--- src/rtl/sw_arbiter_4.sv ---
// sw_arbiter_4: four-requester round-robin switch arbiter for one router output port.
// Drives the one-hot select of the downstream 4:1 output mux with a registered grant.
// With LOCK_EN set, a grant is held until the packet's tail flit transfers, so packets
// never interleave on the output. With LOCK_EN clear, arbitration happens on every flit.

module sw_arbiter_4 #(
    parameter bit LOCK_EN = 1'b1
) (
    input  logic       clk,
    input  logic       rstn,
    input  logic [3:0] req_i,
    input  logic [3:0] tail_i,
    input  logic       fire_i,
    output logic [3:0] grant_o,
    output logic       grant_valid_o,
    output logic       locked_o
);

    typedef enum logic [1:0] {
        StIdle  = 2'b00,
        StGrant = 2'b01
    } state_e;

    state_e     state_q;
    logic [1:0] ptr_q;
    logic [3:0] grant_q;
    logic       valid_q;
    logic       locked_q;

    // Round-robin search: first requester at or after ptr (mod 4).
    // Result is {found, onehot_grant}.
    function automatic logic [4:0] rr_pick(input logic [3:0] req, input logic [1:0] ptr);
        logic [4:0] res;
        logic [1:0] idx;
        res = 5'b0;
        // Walk from the lowest-priority offset down so the highest-priority hit wins.
        for (int i = 3; i >= 0; i--) begin
            idx = ptr + i[1:0];
            if (req[idx]) begin
                res = {1'b1, 4'b0001 << idx};
            end
        end
        return res;
    endfunction

    logic [1:0] grant_idx;
    logic       grant_ok;
    logic [1:0] rel_ptr;
    logic       release_now;
    logic [4:0] pick_idle;
    logic [4:0] pick_rel;

    // Decode the held grant into an index and flag any corrupted (non one-hot) value.
    always_comb begin
        grant_idx = 2'd0;
        grant_ok  = 1'b1;
        case (grant_q)
            4'b0001: grant_idx = 2'd0;
            4'b0010: grant_idx = 2'd1;
            4'b0100: grant_idx = 2'd2;
            4'b1000: grant_idx = 2'd3;
            default: grant_ok  = 1'b0;
        endcase
    end

    // Arbitration candidates: from the current pointer (IDLE) and from the pointer that
    // a release would install (zero-bubble handover in GRANT).
    always_comb begin
        rel_ptr     = grant_idx + 2'd1;
        release_now = !LOCK_EN || tail_i[grant_idx];
        pick_idle   = rr_pick(req_i, ptr_q);
        pick_rel    = rr_pick(req_i, rel_ptr);
    end

    // Arbiter FSM with all outputs registered.
    always_ff @(posedge clk) begin
        if (!rstn) begin
            state_q  <= StIdle;
            ptr_q    <= 2'd0;
            grant_q  <= 4'b0000;
            valid_q  <= 1'b0;
            locked_q <= 1'b0;
        end else begin
            case (state_q)
                StIdle: begin
                    locked_q <= 1'b0;
                    if (pick_idle[4]) begin
                        grant_q <= pick_idle[3:0];
                        valid_q <= 1'b1;
                        state_q <= StGrant;
                    end else begin
                        grant_q <= 4'b0000;
                        valid_q <= 1'b0;
                    end
                end

                StGrant: begin
                    if (!grant_ok) begin
                        // Corrupted grant: drop it rather than drive a multi-hot select.
                        grant_q  <= 4'b0000;
                        valid_q  <= 1'b0;
                        locked_q <= 1'b0;
                        state_q  <= StIdle;
                    end else if (fire_i) begin
                        if (release_now) begin
                            ptr_q    <= rel_ptr;
                            locked_q <= 1'b0;
                            if (pick_rel[4]) begin
                                grant_q <= pick_rel[3:0];
                                valid_q <= 1'b1;
                            end else begin
                                grant_q <= 4'b0000;
                                valid_q <= 1'b0;
                                state_q <= StIdle;
                            end
                        end else begin
                            locked_q <= 1'b1;
                        end
                    end
                end

                default: begin
                    grant_q  <= 4'b0000;
                    valid_q  <= 1'b0;
                    locked_q <= 1'b0;
                    state_q  <= StIdle;
                end
            endcase
        end
    end

    assign grant_o       = grant_q;
    assign grant_valid_o = valid_q;
    assign locked_o      = locked_q;

endmodule
--- config.mk ---
export PLATFORM = sky130hd
export DESIGN_NAME = sw_arbiter_4
export DESIGN_NICKNAME = d
export VERILOG_FILES = /design/src/rtl/sw_arbiter_4.sv
export SDC_FILE = /design/constraint.sdc
export NUM_CORES = 1
export LEC_CHECK = 0
export CORE_MARGIN = 5
export CORE_UTILIZATION = 45
export CTS_CLUSTER_DIAMETER = 200
export DETAILED_ROUTE_END_ITERATION = 8
export GPL_TIMING_DRIVEN = 0
export PLACE_DENSITY_LB_ADDON = 0.08
export SYNTH_ARGS = -nofsm -noshare
export SYNTH_HDL_FRONTEND = slang
export SYNTH_SLANG_ARGS = --single-unit
--- constraint.sdc ---
create_clock -name clk -period 6.2 [get_ports clk]
set_input_delay 0.62 -clock clk [delete_from_list [all_inputs] [get_ports clk]]
set_output_delay 0.62 -clock clk [all_outputs]
set_load 0.05 [all_outputs]
==> results.txt <==
- Sink count of the clock tree: 9
- Timing analysis after detailed placement gives a worst setup slack of 3.27 ns.
- The first global-routing pass estimated 5040 µm of wire.
- Compound-cell area share of the yosys netlist: 30.4%
- After synthesis the netlist holds a flip-flop and latch count of 9.
- Summing all multi-input logic gate instances after layout gives 955 µm².
- Min-Delay Path Class: reg -> reg
- The endpoint identified for the worst register-to-register timing path is grant_o[1].
- Hold_sp: grant_valid_o
- Initial Utilization: 46.0%
- Largest net degree at the start of global routing: 11
* CP max-delay cell: a211oi_1
- Setup repair after global routing left no endpoint under its margin.
* Count of TritonRoute iterations in the first routing pass: 4
* Top cells by count, synth: inv_1 (15), ha_1 (11), a21oi_1 (9), dfxtp_1 (9), mux2i_1 (8)
- Maximum buffer depth of the clock tree: 2
- In the final layout, the share of cells above drive strength 1 is 14.8%.
* Simple-gate share of the synthesized area: 15.2%
* Initial antenna violation count: 0
- Traced cell by cell, the critical path runs through buf_2 -> xor2_1 -> and2_1 -> ha_1 -> mux2i_1 -> mux2i_1 -> a211oi_1 -> a221oi_2 -> o32ai_1.
* Vias after detailed routing: 1,181
* Instance count of the mapped netlist: 142
* Yosys warns: 0
* Via count of the first global-routing pass: 1,171
- Slew HR: 60.2%
- Crit-path max FO: 10
- Full die area: 3920 µm²
- GRT Total Usage: 15.3%
- Leak: 0.580 nW
- Counting stages on the worst path, the most repeated cell is mux2i_1.
* Layout Skew: 0.000649 ns
- Main combinational cell family by area after synthesis: compound AO/OA/AOI/OAI gates
- EDFF count, synth: 0
- Summed over all nets, the half-perimeter wirelength after detailed placement is 2460 µm.
- STA classifies the critical path startpoint as a flip-flop.
- On the worst path, the slowest cell contributes a delay of 0.49 ns.
- Setup violations remaining at the end of the flow were counted as 0.
- The flow ran to the end, and the final reports show no timing, DRC or antenna violations.
* Fillers: 267
- Worst IR Drop VDD: 0.151 mV
* Crit path capture type: flip-flop
* Quantity of hold-fixing buffers added after cts: 0
- The tree is rooted in a clkbuf_4.
- For this run, the share of the core covered by cells in the final layout is 54.3%.
- Worst hold margin: 0.450 ns
- DRT Wirelength: 3120 µm
* Post-synthesis adder-cell area fraction: 11.0%
- CTS clock-pin slew for the worst setup and hold paths: 0.06 ns
- 0 antenna diodes ended up in the layout.
- Once layout is complete, the cells apart from fillers number 193.
- Synth Cell Area: 1250 µm²
- Averaged over all synthesized cells, the footprint is 8.78 µm².
- In the synthesized netlist, mux cells make up 17.3% of the area.
* Classification of the worst setup path: reg -> reg
* Area Growth Syn to Fin: 18.1%
* RR Startpoint: grant_o[3]
- At the pin with the least slew margin, the transition time is 0.591 ns.
- Top area cells in the synthesized netlist: dfxtp_1 (14%), ha_1 (11%), mux4_2 (11%)
* Die height: 62.6 µm
* Post-cts resize count: 0
- After synthesis, the netlist uses 51 different library cells.
* Number of buffers inserted by port buffering: 16
* Top cell type's share of synthesized area: 14.5%
- After the first detailed-routing iteration, the DRC count stood at 41.
- Depth of the worst hold-timing path: 2
- Data required time at the worst endpoint: 6.35 ns
- End point of the worst hold path: grant_valid_o
- The max-slew violation count is 0.
- Number of nets in the layout: 185
- Residual overflow from global routing: 0
* Hold Violations, Final: 0
* I/O pin count: 17
- Across the run, the number of max-cap violations was 0.
* Crit path buffers/inverters: 1
- Die X: 62.6 µm
- Reg2Reg Setup Slack: 3.20 ns
- CTS tree: done
- Core area: 2710 µm²
- The number of setup buffers added after CTS is 0.
* Post-DR wirelength/cell: 16.2 µm
* Pwr/cell area: 218 nW/µm²
* Achievable frequency: 333 MHz
- Ys flop type: dfxtp_1
- Most frequent cell after synthesis: inv_1
* Global placer's final weighted congestion: 0.888
- In this run, placement finished with an instance count of 189.
- Cell taking the most area after synthesis: dfxtp_1
- For this run, design rule violations remaining after detail routing come to 0.
* Num CTS Buffers: 3
* Number of cells traversed by the worst register-to-register path: 9
- Using the TritonRoute via totals, the vias-per-cell ratio works out to 6.12.
- Number of placement rows: 19
- Share of flip-flops with an asynchronous set or reset: 0%
* Final worst-path setup slack: 3.20 ns
- For the finished layout, the period the worst path requires is 3.00 ns.
- The kind of cell with the highest combined delay along the critical path is compound AO/OA/AOI/OAI gates.
- Setup_tns: 0 ns
- In this run the remaining antenna-violating nets after routing total 0.
- H-tree lvl count: 1
* Post-synthesis xor/xnor area fraction: 2.71%
- Register Area: 180 µm²
- Sequential elements use 14.5% of the synthesized area.
* Number of nets produced by synthesis: 164
* Final cycle utilization of the critical path: 48.4%
* Clk_lat worst skew: 0.26 ns
* Arrival time reported for the critical path endpoint: 3.14 ns
## per-stage QoR
stage	power, mW	instance area [µm²]
floorplan	0.227	1250
global placement	0.270	1450
detailed placement	0.273	1450
CTS	0.322	1470
global route	0.343	1470
finish	0.320	1470
## where the power goes
group | internal, mW | total, mW | switching [mW]
combinational | 0.0880 | 0.203 | 0.115
clock | 0.0249 | 0.0466 | 0.0217
sequential | 0.0641 | 0.0703 | 0.00615
## worst register-to-register path, stage by stage, from the launching register on
cell and delay (ns):
dfxtp_1 0.41, buf_2 0.24, xor2_1 0.32, and2_1 0.23, ha_1 0.34, mux2i_1 0.19
mux2i_1 0.18, a211oi_1 0.49, a221oi_2 0.10, o32ai_1 0.37
## cells by family after synthesis
kind of cell	after synthesis
AOI/OAI and AO/OA	50
and+or+nand+nor	29
buffers and inverters	26
muxes	14
adders and majority gates	11
DFF	9
xor gates and xnor gates	3
## registers in the layout (all words and copies together), names as in the netlist
name           cells
grant_o            4
ptr_q              2
grant_valid_o      1
locked_o           1
state_q            1
## layout by cell type, fill, tap and decap left out, types with 2 or more instances in the layout
cell             count
a211o_1              2
a211oi_1             2
a21o_1               2
a21oi_1              9
a221oi_1             2
a22oi_1              3
a32o_1               2
and2_1               2
buf_2                2
clkbuf_1             7
clkbuf_4             3
clkdlybuf4s50_1     16
dfxtp_1              9
ha_1                11
inv_1               15
mux2i_1              8
mux4_2               6
nand2_1              3
nand2b_1             4
nor2_1               7
nor3b_1              3
o221ai_1             3
o22ai_1              7
o32ai_1              4
xor2_1               2
## how the worst max path moves through the flow
stage | start | to | slack, ns | cells past startpoint
after global placement | grant_o[3] | grant_o[1] | 3.32 | 9
after detailed placement | grant_o[3] | grant_o[1] | 3.27 | 9
after global routing | grant_o[3] | grant_o[1] | 2.96 | 9
after floorplan | grant_o[3] | grant_o[0] | 3.33 | 9
after CTS | grant_o[3] | grant_o[1] | 3.24 | 9
final | grant_o[3] | grant_o[1] | 3.20 | 9
## layer usage
metal / part of all wire (%) / vias to the layer above / global-route usage (%)
li1: - / 583 / -
met1: 49 / 554 / 20.4
met2: 44 / 41 / 24.6
met5: 0 / - / 0
met4: 0.99 / 0 / 4.77
met3: 6.1 / 3 / 3.06
## area by class of cell
type                            count  area share [%]
Tap cell                           31            2.64
Timing Repair Buffer               16            10.9
Sequential cell                     9            12.2
Clock buffer                        4            1.79
Buffer                             10            3.49
Inverter                           16            4.08
Multi-Input combinational cell    107            64.9
Note: power is estimated with default switching activity, not from simulation.
